**src/rtl/somador_serial_param.sv**
```systemverilog
// rtl/somador_serial_param.sv - multi-cycle chunked adder/subtractor with start/busy/done handshake
module somador_serial_param #(
  parameter int WIDTH = 16,
  parameter int CHUNK = 4
) (
  input  logic             clk,
  input  logic             rst_n,
  input  logic             start,
  input  logic             sub,
  input  logic [WIDTH-1:0] x,
  input  logic [WIDTH-1:0] y,
  input  logic             cin,
  output logic             busy,
  output logic             done,
  output logic [WIDTH-1:0] s,
  output logic             cout,
  output logic             ovf
);

  localparam int NCHUNK = WIDTH / CHUNK;
  localparam int CW     = (NCHUNK > 1) ? $clog2(NCHUNK) : 1;
  localparam logic [CW-1:0] LAST = CW'(NCHUNK - 1);

  typedef enum logic [1:0] {IDLE, RUN, DONE} state_t;

  state_t           r_state;
  state_t           w_next;
  logic [CW-1:0]    r_cnt;
  logic [WIDTH-1:0] r_x;
  logic [WIDTH-1:0] r_y;
  logic [WIDTH-1:0] r_s;
  logic             r_sub;
  logic             r_c;
  logic             r_cout;
  logic             r_ovf;

  logic             w_accept;
  logic             w_last;
  int               w_base;
  logic [CHUNK-1:0] w_xa;
  logic [CHUNK-1:0] w_yb;
  logic [CHUNK:0]   w_slice;
  logic [CHUNK-1:0] w_sum;
  logic             w_carry;
  logic             w_c_msb;

  // A new operation may start whenever no operation is in flight (IDLE or DONE)
  assign w_accept = start && (r_state != RUN);
  assign w_last   = (r_cnt == LAST);
  assign w_base   = int'(r_cnt) * CHUNK;

  // Single CHUNK-bit slice; subtraction is x + ~y + ~borrow
  always_comb begin
    w_xa    = r_x[w_base +: CHUNK];
    w_yb    = r_sub ? ~r_y[w_base +: CHUNK] : r_y[w_base +: CHUNK];
    w_slice = {1'b0, w_xa} + {1'b0, w_yb} + {{CHUNK{1'b0}}, r_c};
    w_sum   = w_slice[CHUNK-1:0];
    w_carry = w_slice[CHUNK];
    // carry into the top bit of this slice, recovered from its sum bit
    w_c_msb = w_xa[CHUNK-1] ^ w_yb[CHUNK-1] ^ w_sum[CHUNK-1];
  end

  // State register
  always_ff @(posedge clk or negedge rst_n) begin
    if (!rst_n) r_state <= IDLE;
    else        r_state <= w_next;
  end

  // Next-state logic
  always_comb begin
    w_next = r_state;
    case (r_state)
      IDLE:    w_next = start ? RUN : IDLE;
      RUN:     w_next = w_last ? DONE : RUN;
      DONE:    w_next = start ? RUN : IDLE;
      default: w_next = IDLE;
    endcase
  end

  // Handshake outputs decoded from state
  always_comb begin
    busy = (r_state == RUN);
    done = (r_state == DONE);
  end

  // Operand latch, chunk-by-chunk result write and flag capture
  always_ff @(posedge clk or negedge rst_n) begin
    if (!rst_n) begin
      r_x    <= '0;
      r_y    <= '0;
      r_s    <= '0;
      r_sub  <= 1'b0;
      r_c    <= 1'b0;
      r_cnt  <= '0;
      r_cout <= 1'b0;
      r_ovf  <= 1'b0;
    end else if (w_accept) begin
      r_x   <= x;
      r_y   <= y;
      r_sub <= sub;
      r_c   <= sub ? ~cin : cin;
      r_cnt <= '0;
    end else if (r_state == RUN) begin
      r_s[w_base +: CHUNK] <= w_sum;
      r_c                  <= w_carry;
      if (w_last) begin
        r_cnt  <= '0;
        r_cout <= w_carry;
        r_ovf  <= w_c_msb ^ w_carry;
      end else begin
        r_cnt <= r_cnt + 1'b1;
      end
    end
  end

  assign s    = r_s;
  assign cout = r_cout;
  assign ovf  = r_ovf;

endmodule

```
**config.mk**
```make
export PLATFORM = sky130hd
export DESIGN_NAME = somador_serial_param
export DESIGN_NICKNAME = d
export VERILOG_FILES = /design/src/rtl/somador_serial_param.sv
export SDC_FILE = /design/constraint.sdc
export NUM_CORES = 1
export LEC_CHECK = 0
export CORE_ASPECT_RATIO = 0.6
export CORE_MARGIN = 1
export CORE_UTILIZATION = 45
export CTS_BUF_LIST = sky130_fd_sc_hd__clkbuf_4 sky130_fd_sc_hd__clkbuf_8
export CTS_CLUSTER_DIAMETER = 40
export DETAILED_ROUTE_END_ITERATION = 10
export PLACE_DENSITY = 0.76
export SLEW_MARGIN = 40
export SYNTH_ARGS = -nofsm -noshare
export SYNTH_HDL_FRONTEND = slang
export SYNTH_SLANG_ARGS = --single-unit
```
**constraint.sdc**
```tcl
create_clock -name clk -period 7 [get_ports clk]
set_clock_uncertainty 0.2 [all_clocks]
set_input_delay 1.05 -clock clk [delete_from_list [all_inputs] [get_ports clk]]
set_output_delay 1.05 -clock clk [all_outputs]
set_load 0.005 [all_outputs]
```
==> Word-level counts from Yosys, hierarchy flattened <==
Index checks and enable logic that the tools add are counted.
{ "word_totals": {"reg_bits": 56, "latch_bits": 0, "ram_bits": 0, "romBits": 0, "inputBits": 37, "memories": 0} }
{ "classes": {"n_addsub": 4, "n_mul": 0, "n_div": 0, "magnitude_cmp": 0, "eq_ne": 4, "shifts": 4, "muxes": 11, "bitwise": 6, "reduce_logical": 6} }
{ "op_table": {"columns": ["op", "count"], "rows": [
  ["negator 4 -> 33 bit", 1],
  ["variable shift 4 x 33 -> 16 bit, first input constant", 1],
  ["indexed part select 4 x 33 -> 16 bit", 1],
  ["indexed part select 16 x 5 -> 4 bit", 2],
  ["bitwise mux 16 bit", 1],
  ["two-way mux 2 bit", 4],
  ["adder 4 x 4 -> 5 bit", 1],
  ["adder 5 x 1 -> 5 bit", 1],
  ["equality test 2 bit, second input constant", 2],
  ["two-way mux 1 bit", 4],
  ["two-way mux 4 bit", 1],
  ["inverter 4 bit", 1],
  ["case mux 2 bit (2 select lines)", 1],
  ["AND reduction 3 bit", 1],
  ["XOR 1 bit", 3],
  ["adder 2 x 1 -> 2 bit, second input constant", 1],
  ["equality test 2 x 1 -> 1 bit, second input constant", 1],
  ["zero test 2 bit", 1],
  ["inequality test 2 x 1 -> 1 bit, second input constant", 1],
  ["inverter 1 bit", 2],
  ["AND reduction 2 bit", 1],
  ["nonzero test 2 bit", 1],
  ["OR reduction 2 bit", 1],
  ["logical AND 1 bit", 1]
]} }

==> Depth between registers and ports, before layout <==
Gate-level depths: netlist (run 1).
{ "depth": {"ltp_word": 7, "mapped_depth": 9} }

==> Worst setup path before layout (run 1) <==
No wires, ideal clock.
{ "synth_timing": {"path_type": "reg-to-reg", "startpoint": "register r_cnt[0]", "endpoint": "register r_ovf (netlist: ovf)", "setup_time_ns": 0.128, "arrival_time_ns": 2.625, "path_slack_ns": 4.048, "stages_incl_launch_ff": 10, "path_buffers": 2, "period_less_slack_ns": 2.952, "cell_sequence": "dfrtp_1 buf_4 buf_6 mux4_2 fa_1 fa_1 a21o_1 a21oi_1 xnor2_1 o21ai_0"} }
{ "synth_via": {"elab_chain_len": 7, "elab_cells_between_ends": 11} }
{ "synth_lines": {"columns": ["item", "line", "source"], "rows": [
  ["start: declaration", "28", "logic [CW-1:0] r_cnt;"],
  ["start signal: assignment", "111", "r_cnt <= r_cnt + 1'b1;"],
  ["indexed part select 16 x 5 -> 4 bit", "55", "w_yb = r_sub ? ~r_y[w_base +: CHUNK] : r_y[w_base +: CHUNK];"],
  ["inverter 4 bit", "55", null],
  ["two-way mux 4 bit", "55", null],
  ["adder 4 x 4 -> 5 bit", "56", "w_slice = {1'b0, w_xa} + {1'b0, w_yb} + {{CHUNK{1'b0}}, r_c};"],
  ["adder 5 x 1 -> 5 bit", "56", null],
  ["XOR 1 bit", "60", "w_c_msb = w_xa[CHUNK-1] ^ w_yb[CHUNK-1] ^ w_sum[CHUNK-1];"],
  ["XOR 1 bit", "109", "r_ovf <= w_c_msb ^ w_carry;"],
  ["end signal: assignment", "109", null],
  ["end: declaration", "35", "logic r_ovf;"]
]} }
Several ways; a longest one is shown, not always the timed one.
A chain may end at the register's enable or synchronous reset.

==> Worst setup path in the final report (run 1) <==
Ends and elaborated chain as after synthesis.

==> results of run 1 <==
==> state kept, by name, summed over array words and instances, names as in the netlist <==
| register | flops |
|---|---|
| cout | 1 |
| ovf | 1 |
| r_c | 1 |
| r_cnt | 2 |
| r_state | 2 |
| r_sub | 1 |
| r_x | 16 |
| r_y | 16 |
| s | 16 |
==> worst max path at each step <==
stage	from	depth (start not counted)	to
3_5_place_dp	r_cnt[0]	8	ovf
4_1_cts	r_cnt[0]	8	ovf
6_report	r_cnt[0]	8	ovf
5_1_grt	r_cnt[0]	7	s[2]
3_3_place_gp	r_cnt[0]	8	ovf
2_1_floorplan	r_cnt[0]	9	ovf
==> placed cells by master (no fill, tap or decap), types with 2 or more instances in the layout <==
cell	synthesis	final
o21ai_0	4	4
a21o_1	2	2
nand2_4	2	2
dfrtp_1	56	55
a22o_1	15	15
clkdlybuf4s50_1	0	55
xnor2_1	3	3
mux2_2	3	3
and3_1	2	2
inv_1	5	5
nand2_1	10	10
clkinv_4	1	2
mux2_4	30	30
o31ai_1	2	2
xor2_1	5	5
fa_1	2	2
ha_1	9	9
clkbuf_8	0	6
mux4_2	8	8
==> power by group <==
part / internal (mW) / switching (mW)
clock: 0.117 / 0.103
combinational: 0.527 / 0.480
sequential: 0.467 / 0.116
==> layer usage <==
metal | GRT usage (%) | up-vias
li1 | - | 760
met1 | 26.2 | 806
met2 | 24.3 | 39
met3 | 4.70 | 2
met4 | 3.35 | 0
met5 | 0 | -
==> per-stage QoR <==
step	setup WS (ns)	instances	utilization, %
3_3_place_gp	3.59	307	58.2
6_report	3.76	315	60.4
5_1_grt	3.62	315	60.4
4_1_cts	3.47	315	60.3
2_1_floorplan	4.05	178	-
3_5_place_dp	3.49	307	58.2
==> cell type report <==
cell class / instances / area [µm²]
repair buffers: 57 / 563
fillers: 487 / 2270
inverters: 6 / 27.5
clock buffers: 6 / 82.6
multi-input cells: 108 / 1240
well taps: 80 / 100
clock inverters: 2 / 38.8
flip-flops and latches: 56 / 1400
==> cell families (layout without fill, tap and decap cells) <==
group | Yosys count | in the layout | synth area share [%]
AOI/OAI and AO/OA | 27 | 27 | 7.62
xor gates and xnor gates | 8 | 8 | 2.55
adders and majority gates | 11 | 11 | 5.56
buffers and inverters | 14 | 71 | 3.65
DFF | 56 | 56 | 51.1
muxes | 41 | 41 | 24.2
and+or+nand+nor | 21 | 21 | 5.34
==> impl_results.md, run 1 <==
* Max VDD drop at 0.000345 V
* CP most frequent cell: fa_1
* Worst slew margin at 53.5%
* Area contributors post-synth: dfrtp_1 (51%), mux2_4 (16%), mux4_2 (6.6%), a22o_1 (4.8%), ha_1 (4.1%)
* M1 wire length at 2590 µm
* I/O Buffers at 56
* RSZ-0062 raised after global routing: no
* 1st-iter DRT viols at 56
* Wirelength per Cell at 15.6 µm
* Vias in the first global route at 1671
* Worst-path maximum fanout at 17
* Type of the worst min-delay path: reg2reg
* Most common library cells after synthesis: dfrtp_1 (56), mux2_4 (30), a22o_1 (15)
* Main synth FF type: dfrtp_1
* Worst-path clk slew at 0.10 ns
* Crit start category: register
* Hold Slack at 0.301 ns
* TritonCTS clock tree: built
* Crit-path leading delay family: adder cells
* Synth Net Count at 226
* Post-synth EDFFs at 0
* Placed cell areas at 3330 µm²
* Tot GR Track Use at 17.1%
* Crit path time final at 3.24 ns
* Slowest cell delay on critical path at 0.66 ns
* Met2 routed WL at 2110 µm
* CTS Hold Buffers Added at 0
* CP arrival at 3.23 ns
* Final Hold Viols at 0
* Actual slew at the worst max-slew pin at 0.698 ns
* FF-to-FF Start: r_cnt[0]
* CTS sink cnt at 56
* R2R Setup Slk at 3.76 ns
* Die area at 6420 µm²
* Crit path kind: reg2reg
* Root Driver: clkbuf_8
* Max Clk Rate at 309 MHz
* Core footprint at 5730 µm²
* Diodes inserted at 0
* P per Cell Area at 523 nW/µm²
* Status: completed
* Final wirelength at 4920 µm
* Largest area contributor in the netlist: dfrtp_1
* WL met3 at 208 µm
* Final-report max-slew violation count at 0
* Max clock buf depth at 2
* Antenna viol nets, final at 0
* Reg2reg end: ovf
* Initial Utilization at 47.9%
* Fin nets at 282
* H-tree depth at 2
* Remaining DRCs at 0
* Cells after Synth at 178
* Share of layout cells above drive strength 1 at 24.7%
* Avg Inst Size Synth at 15.4 µm²
* Hold endpoint: r_state[0]
* Final count of negative-setup-slack endpoints at 0
* Largest net degree at the start of global routing at 57
* Detailed Place HPWL at 3560 µm
* Ports at 57
* Worst-Skew Late Latency at 0.30 ns
* Die Width at 103 µm
* MaxCap Viol Count at 0
* Worst hold path stage count at 1
* Most common cell in the netlist: dfrtp_1
* Synthesis-to-layout area growth at 26.0%
* Tot Pwr at 1.81 mW
* Fin Setup TNS at 0 ns
* CP Cell Sequence: mux4_2 > xor2_1 > fa_1 > fa_1 > a21o_1 > a21oi_1 > xnor2_1 > o21ai_0
* First-pass GRT wire length at 8330 µm
* DR pass1 iterations at 4
* DR vias/cell at 5.10
* Vias at 1607
* Gr ovfl total at 0
* Number of gates resized after CTS at 0
* Seq/Total Area, Yosys at 51.1%
* Die height at 62.5 µm
* Cell variety after synth at 32
* CP required at 6.99 ns
* Antenna violations before repair at 0
* Synth warn at 0
* CTS Buf Count at 5
* Leakage at 1.59 nW
* Post-CTS Setup Repair Bufs at 0
* Gpl congestion at 0.752
* FF-to-FF path depth at 8
* Row count at 21
* Max Used Layer: met4
* Yosys top cell area share at 51.1%
* Post-route cell area at 3460 µm²
* Mapped Area at 2740 µm²
* Yosys reg bits at 56
* CP max-delay cell: dfrtp_2
* Asr flop ratio synth at 100%
* Endpoint class of the critical path: register
* Worst Min Path Start: r_state[0]
* Tcrit/Tclk final at 46.3%
* WP buf/inv at 0
(Power assumes the default switching activity.)
==> inputs of run 2 (changes only) <==
==> constraint.sdc (replaced) <==
create_clock -name clk -period 3 [get_ports clk]
set_clock_uncertainty 0.2 [all_clocks]
set_input_delay 0.45 -clock clk [delete_from_list [all_inputs] [get_ports clk]]
set_output_delay 0.45 -clock clk [all_outputs]
set_load 0.005 [all_outputs]
==> impl_results.md, run 2 (same netlist as run 1, synthesis figures left out) <==
* First-pass GRT wire length at 8230 µm (was 8330 µm)
* Detailed Place HPWL at 3780 µm (was 3560 µm)
* Max clock buf depth at 2 (unchanged)
* Worst-path clk slew at 0.10 ns (about the same)
* Initial Utilization at 47.9% (unchanged)
* Worst Min Path Start: s[12] (was r_state[0])
* DR vias/cell at 5.14 (was 5.10)
* RSZ-0062 raised after global routing: no (unchanged)
* Worst hold path stage count at 1 (unchanged)
* FF-to-FF Start: r_cnt[0] (unchanged)
* Max Clk Rate at 350 MHz (was 309 MHz)
* Vias at 1636 (was 1607)
* R2R Setup Slk at 0.14 ns (was 3.76 ns)
* Tot GR Track Use at 17.1% (about the same)
* Final count of negative-setup-slack endpoints at 0 (unchanged)
* H-tree depth at 2 (unchanged)
* Max VDD drop at 0.000749 V (was 0.000345 V)
* Vias in the first global route at 1669 (was 1671)
* P per Cell Area at 1230 nW/µm² (was 523 nW/µm²)
* Endpoint class of the critical path: register (unchanged)
* Worst-Skew Late Latency at 0.31 ns (was 0.30 ns)
* TritonCTS clock tree: built (unchanged)
* WP buf/inv at 0 (unchanged)
* Fin Setup TNS at 0 ns (unchanged)
* Type of the worst min-delay path: reg2reg (unchanged)
* Gpl congestion at 0.791 (was 0.752)
* Crit path time final at 2.86 ns (was 3.24 ns)
* CP max-delay cell: mux4_2 (was dfrtp_2)
* Filler instances at 492 (was 487)
* Commonest cells after routing, fill and taps aside: dfrtp_1 (55), clkdlybuf4s50_1 (55), mux2_4 (30), a22o_1 (15), nand2_1 (10) (unchanged)
* CP Cell Sequence: mux4_2 > xor2_1 > fa_1 > fa_2 > a21o_1 > a21oi_2 > xnor2_1 > o21ai_0 (was mux4_2 > xor2_1 > fa_1 > fa_1 > a21o_1 > a21oi_1 > xnor2_1 > o21ai_0)
* Non-filler instance count after layout at 318 (was 315)
* Dpl cells at 310 (was 307)
* MaxCap Viol Count at 0 (unchanged)
* Tot Pwr at 4.26 mW (was 1.81 mW)
* Ports at 57 (unchanged)
* Row count at 21 (unchanged)
* Root Driver: clkbuf_8 (unchanged)
* Status: completed (unchanged)
* Hold endpoint: s[12] (was r_state[0])
* Crit path kind: reg2reg (unchanged)
* Crit start category: register (unchanged)
* Share of layout cells above drive strength 1 at 26.5% (was 24.7%)
* Diodes inserted at 0 (unchanged)
* 1st-iter DRT viols at 42 (was 56)
* Tcrit/Tclk final at 95.3% (was 46.3%)
* Die Width at 103 µm (unchanged)
* Worst-path maximum fanout at 4 (was 17)
* I/O Buffers at 56 (unchanged)
* Largest net degree at the start of global routing at 46 (was 57)
* Core footprint at 5730 µm² (unchanged)
* Antenna viol nets, final at 0 (unchanged)
* Antenna violations before repair at 0 (unchanged)
* CTS sink cnt at 56 (unchanged)
* CP required at 2.98 ns (was 6.99 ns)
* Remaining DRCs at 0 (unchanged)
* Synthesis-to-layout area growth at 26.3% (was 26.0%)
* CP arrival at 2.84 ns (was 3.23 ns)
* Leakage at 1.59 nW (about the same)
* Die height at 62.5 µm (unchanged)
* Wirelength per Cell at 16.1 µm (was 15.6 µm)
* Gr ovfl total at 0 (unchanged)
* Final-report max-slew violation count at 0 (unchanged)
* Worst slew margin at 60.3% (was 53.5%)
* Final Hold Viols at 0 (unchanged)
* FF-to-FF path depth at 8 (unchanged)
* CTS Buf Count at 5 (unchanged)
* Actual slew at the worst max-slew pin at 0.595 ns (was 0.698 ns)
* Hold Slack at 0.306 ns (was 0.301 ns)
* Slowest cell delay on critical path at 0.52 ns (was 0.66 ns)
* Fin nets at 286 (was 282)
* Crit-path leading delay family: adder cells (unchanged)
* Post-CTS Setup Repair Bufs at 0 (unchanged)
* Reg2reg end: ovf (unchanged)
* DR pass1 iterations at 4 (unchanged)
* Final wirelength at 5120 µm (was 4920 µm)
* Die area at 6420 µm² (unchanged)
run 2: area by class of cell:
| type | count | area, µm² | area share [%] |
|---|---|---|---|
| clock inverter | 1 | 5.00 | 0.144 |
| clock buffer | 6 | 76.3 | 2.20 |
| sequential | 56 | 1400 | 40.5 |
| tap | 80 | 100 | 2.89 |
| multi-input combinational | 108 | 1260 | 36.2 |
| timing repair buffer | 61 | 598 | 17.3 |
| inverter | 6 | 27.5 | 0.794 |
run 2: repair_timing:
item	4_1_cts	5_1_grt
endpoints found under the hold margin	44	0
hold buffers	1	0
resized for setup	1	3
endpoints found under the setup margin	2	2
run 2: how the worst max path moves through the flow:
stage / from / to / slack [ns] / cells after the start
final: r_cnt[0] / ovf / 0.14 / 8
after detailed placement: r_cnt[0] / ovf / 0.005 / 8
after global routing: r_cnt[0] / ovf / 0.03 / 8
after CTS: r_cnt[0] / ovf / 0.02 / 8
after global placement: r_cnt[0] / ovf / 0.11 / 8
after floorplan: r_cnt[0] / ovf / 0.05 / 9
run 2: stage by stage:
stage          utilization (%)  cell area, µm²  setup WS [ns]
2_1_floorplan                -            2740         0.0475
3_3_place_gp              58.6            3360          0.109
3_5_place_dp              58.7            3360        0.00474
4_1_cts                   60.3            3450         0.0216
5_1_grt                   60.5            3470         0.0313
6_report                  60.5            3470          0.140
run 2: power by group:
part	switching [mW]	internal [mW]	leakage, nW	total (mW)
clock	0.233	0.169	0.0445	0.402
sequential	0.227	1.09	0.694	1.32
combinational	1.23	1.31	0.852	2.54
total	1.69	2.57	1.59	4.26
run 2: routing by layer:
metal	vias to the layer above	wire length, µm	track usage [%]
met3	7	250	4.81
li1	765	-	-
met2	49	2290	25.5
met5	-	0	0
met1	815	2530	24.9
met4	0	44	3.87
==> inputs of run 3 (changes only) <==
--- a/config.mk
+++ b/config.mk
@@ -7,11 +7,11 @@
 export LEC_CHECK = 0
 export CORE_ASPECT_RATIO = 0.6
 export CORE_MARGIN = 1
-export CORE_UTILIZATION = 45
+export CORE_UTILIZATION = 34
 export CTS_BUF_LIST = sky130_fd_sc_hd__clkbuf_4 sky130_fd_sc_hd__clkbuf_8
 export CTS_CLUSTER_DIAMETER = 40
 export DETAILED_ROUTE_END_ITERATION = 10
-export PLACE_DENSITY = 0.76
+export PLACE_DENSITY = 0.61
 export SLEW_MARGIN = 40
 export SYNTH_ARGS = -nofsm -noshare
 export SYNTH_HDL_FRONTEND = slang
==> impl_results.md, run 3 (same netlist as run 1, synthesis figures left out) <==
* CP most frequent cell: fa_1
* Endpoint class of the critical path: register (unchanged)
* FF-to-FF path depth at 8 (unchanged)
* Crit path kind: reg2reg (unchanged)
* Dpl cells at 339 (was 310)
* Die area at 8450 µm² (was 6420 µm²)
* Crit path time final at 2.87 ns (was 2.86 ns)
* CP Cell Sequence: mux4_2 > xor2_1 > fa_1 > fa_1 > a21o_1 > a21oi_2 > xnor2_1 > o21ai_0 (was mux4_2 > xor2_1 > fa_1 > fa_2 > a21o_1 > a21oi_2 > xnor2_1 > o21ai_0)
* Initial Utilization at 36.4% (was 47.9%)
* Final Worst Setup Slack at 0.131 ns (was 0.140 ns)
* Core footprint at 7540 µm² (was 5730 µm²)
* Share of layout cells above drive strength 1 at 27.8% (was 26.5%)
* Final wirelength at 5450 µm (was 5120 µm)
* Slowest cell delay on critical path at 0.51 ns (was 0.52 ns)
* Final-report max-slew violation count at 0 (unchanged)
* Int Pwr at 2.65 mW (was 2.57 mW)
* CTS Buf Count at 5 (unchanged)
* Max VDD drop at 0.000624 V (was 0.000749 V)
* I/O Buffers at 56 (unchanged)
* Tot Pwr at 4.33 mW (was 4.26 mW)
* Hold Slack at 0.302 ns (was 0.306 ns)
* Status: completed (unchanged)
* Crit start category: register (unchanged)
* CTS sink cnt at 56 (unchanged)
* Max Clk Rate at 349 MHz (was 350 MHz)
* Final Hold Viols at 0 (unchanged)
* Worst slew margin at 59.4% (was 60.3%)
* Fin nets at 292 (was 286)
* Detailed Place HPWL at 4290 µm (was 3780 µm)
* Comb pwr share at 59.7% (about the same)
* Place WS at -0.0161 ns (was 0.00474 ns)
* CP required at 3.01 ns (was 2.98 ns)
* Final count of negative-setup-slack endpoints at 0 (unchanged)
* Synthesis-to-layout area growth at 29.0% (was 26.3%)
* Ports at 57 (unchanged)
* Worst-path clk slew at 0.10 ns (about the same)
* 1st-iter DRT viols at 53 (was 42)
* Vias at 1627 (was 1636)
* Crit path from: r_cnt[0] (unchanged)
* Worst-path maximum fanout at 4 (unchanged)
* Diodes inserted at 0 (unchanged)
* Max clock buf depth at 2 (unchanged)
* Gpl congestion at 0.826 (was 0.791)
* Root Driver: clkbuf_8 (unchanged)
* Commonest cells after routing, fill and taps aside: dfrtp_1 (55), clkdlybuf4s50_1 (55), mux2_4 (30), a22o_1 (15) (was dfrtp_1 (55), clkdlybuf4s50_1 (55), mux2_4 (30), a22o_1 (15), nand2_1 (10))
* Vias in the first global route at 1732 (was 1669)
* Gr ovfl total at 0 (unchanged)
* First-pass GRT wire length at 9210 µm (was 8230 µm)
* FF-to-FF Start: r_cnt[0] (unchanged)
* Tot GR Track Use at 14.5% (was 17.1%)
* Clock power share at 9.8% (was 9.4%)
* Actual slew at the worst max-slew pin at 0.609 ns (was 0.595 ns)
* DR vias/cell at 4.66 (was 5.14)
* Remaining DRCs at 0 (unchanged)
* Row count at 24 (was 21)
* Worst-Skew Late Latency at 0.31 ns (about the same)
* Switching power at 1.68 mW (was 1.69 mW)
* Flop pwr share at 30.5% (was 30.9%)
* Crit path to: ovf (unchanged)
* R2R Setup Slk at 0.13 ns (was 0.14 ns)
* P per Cell Area at 1220 nW/µm² (was 1230 nW/µm²)
* Type of the worst min-delay path: reg2reg (unchanged)
* Largest net degree at the start of global routing at 34 (was 46)
* CP arrival at 2.87 ns (was 2.84 ns)
* Switching share of total power at 38.9% (was 39.6%)
* TritonCTS clock tree: built (unchanged)
* H-tree depth at 2 (unchanged)
* Antenna viol nets, final at 0 (unchanged)
* Reg2reg end: ovf (unchanged)
* CP max-delay cell: mux4_2 (unchanged)
* Non-filler instance count after layout at 349 (was 318)
* Wirelength per Cell at 15.6 µm (was 16.1 µm)
* Antenna violations before repair at 0 (unchanged)
* Die Width at 118 µm (was 103 µm)
* MaxCap Viol Count at 0 (unchanged)
* Tcrit/Tclk final at 95.6% (was 95.3%)
* Leakage at 1.63 nW (was 1.59 nW)
* DR pass1 iterations at 4 (unchanged)
* Die height at 71.6 µm (was 62.5 µm)
[run 3: changes by cell type in the layout (fill, tap and decap cells not counted), sizes merged]
cell and delta:
clkinv +1, buf +6
[run 3: layout make-up]
| class | instances | area [µm²] |
|---|---|---|
| Fill cell | 686 | 4000 |
| Sequential cell | 56 | 1400 |
| Timing Repair Buffer | 67 | 641 |
| Tap cell | 104 | 130 |
| Multi-Input combinational cell | 108 | 1250 |
| Inverter | 6 | 27.5 |
| Clock buffer | 6 | 82.6 |
| Clock inverter | 2 | 10.0 |
[run 3: how the worst min path moves through the flow]
stage,startpoint,cells after the start,to,slack [ns]
6_report,s[2],2,s[2],0.30
5_1_grt,r_state[0],1,r_state[0],0.33
4_1_cts,s[2],2,s[2],0.31
3_5_place_dp,rst_n,1,r_state[0],0.24
3_3_place_gp,rst_n,1,r_state[1],0.24
2_1_floorplan,rst_n,0,cout,-0.05
[run 3: per-stage QoR]
stage	setup TNS [ns]	utilization (%)	cell area (µm²)
6_report	0	47.0	3540
5_1_grt	-0.00278	47.0	3540
3_5_place_dp	-0.0161	45.4	3420
2_1_floorplan	0	-	2740
4_1_cts	0	46.8	3530
3_3_place_gp	0	45.4	3420
[run 3: power by group through the flow]
stage,sequential [mW],clock (mW),combinational (mW)
floorplan,1.24,0,1.84
global placement,1.34,0,2.53
detailed placement,1.34,0,2.59
CTS,1.33,0.443,2.60
global route,1.37,0.471,2.84
finish,1.32,0.425,2.59
[run 3: worst max-delay path, delay by kind of cell, from the launching register on]
kind	cells	cell delay (ns)
XOR/XNOR	2	0.31
multiplexers	1	0.51
flip-flops	1	0.42
adder cells (fa/ha/maj)	2	0.83
AO/OA/AOI/OAI	3	0.48
[run 3: layer usage]
metal	up-vias	GRT usage [%]	part of all wire, %
met4	0	4.27	1.2
met1	791	22.8	54
met5	-	0	0
met2	46	19.4	40
li1	782	-	-
met3	8	3.58	4.5
[run 3: repair_timing]
item	4_1_cts	5_1_grt
hold buffers	1	0
setup buffers	0	1
endpoints found under the hold margin	20	0
gates resized for setup	1	1
setup endpoints to repair	1	2
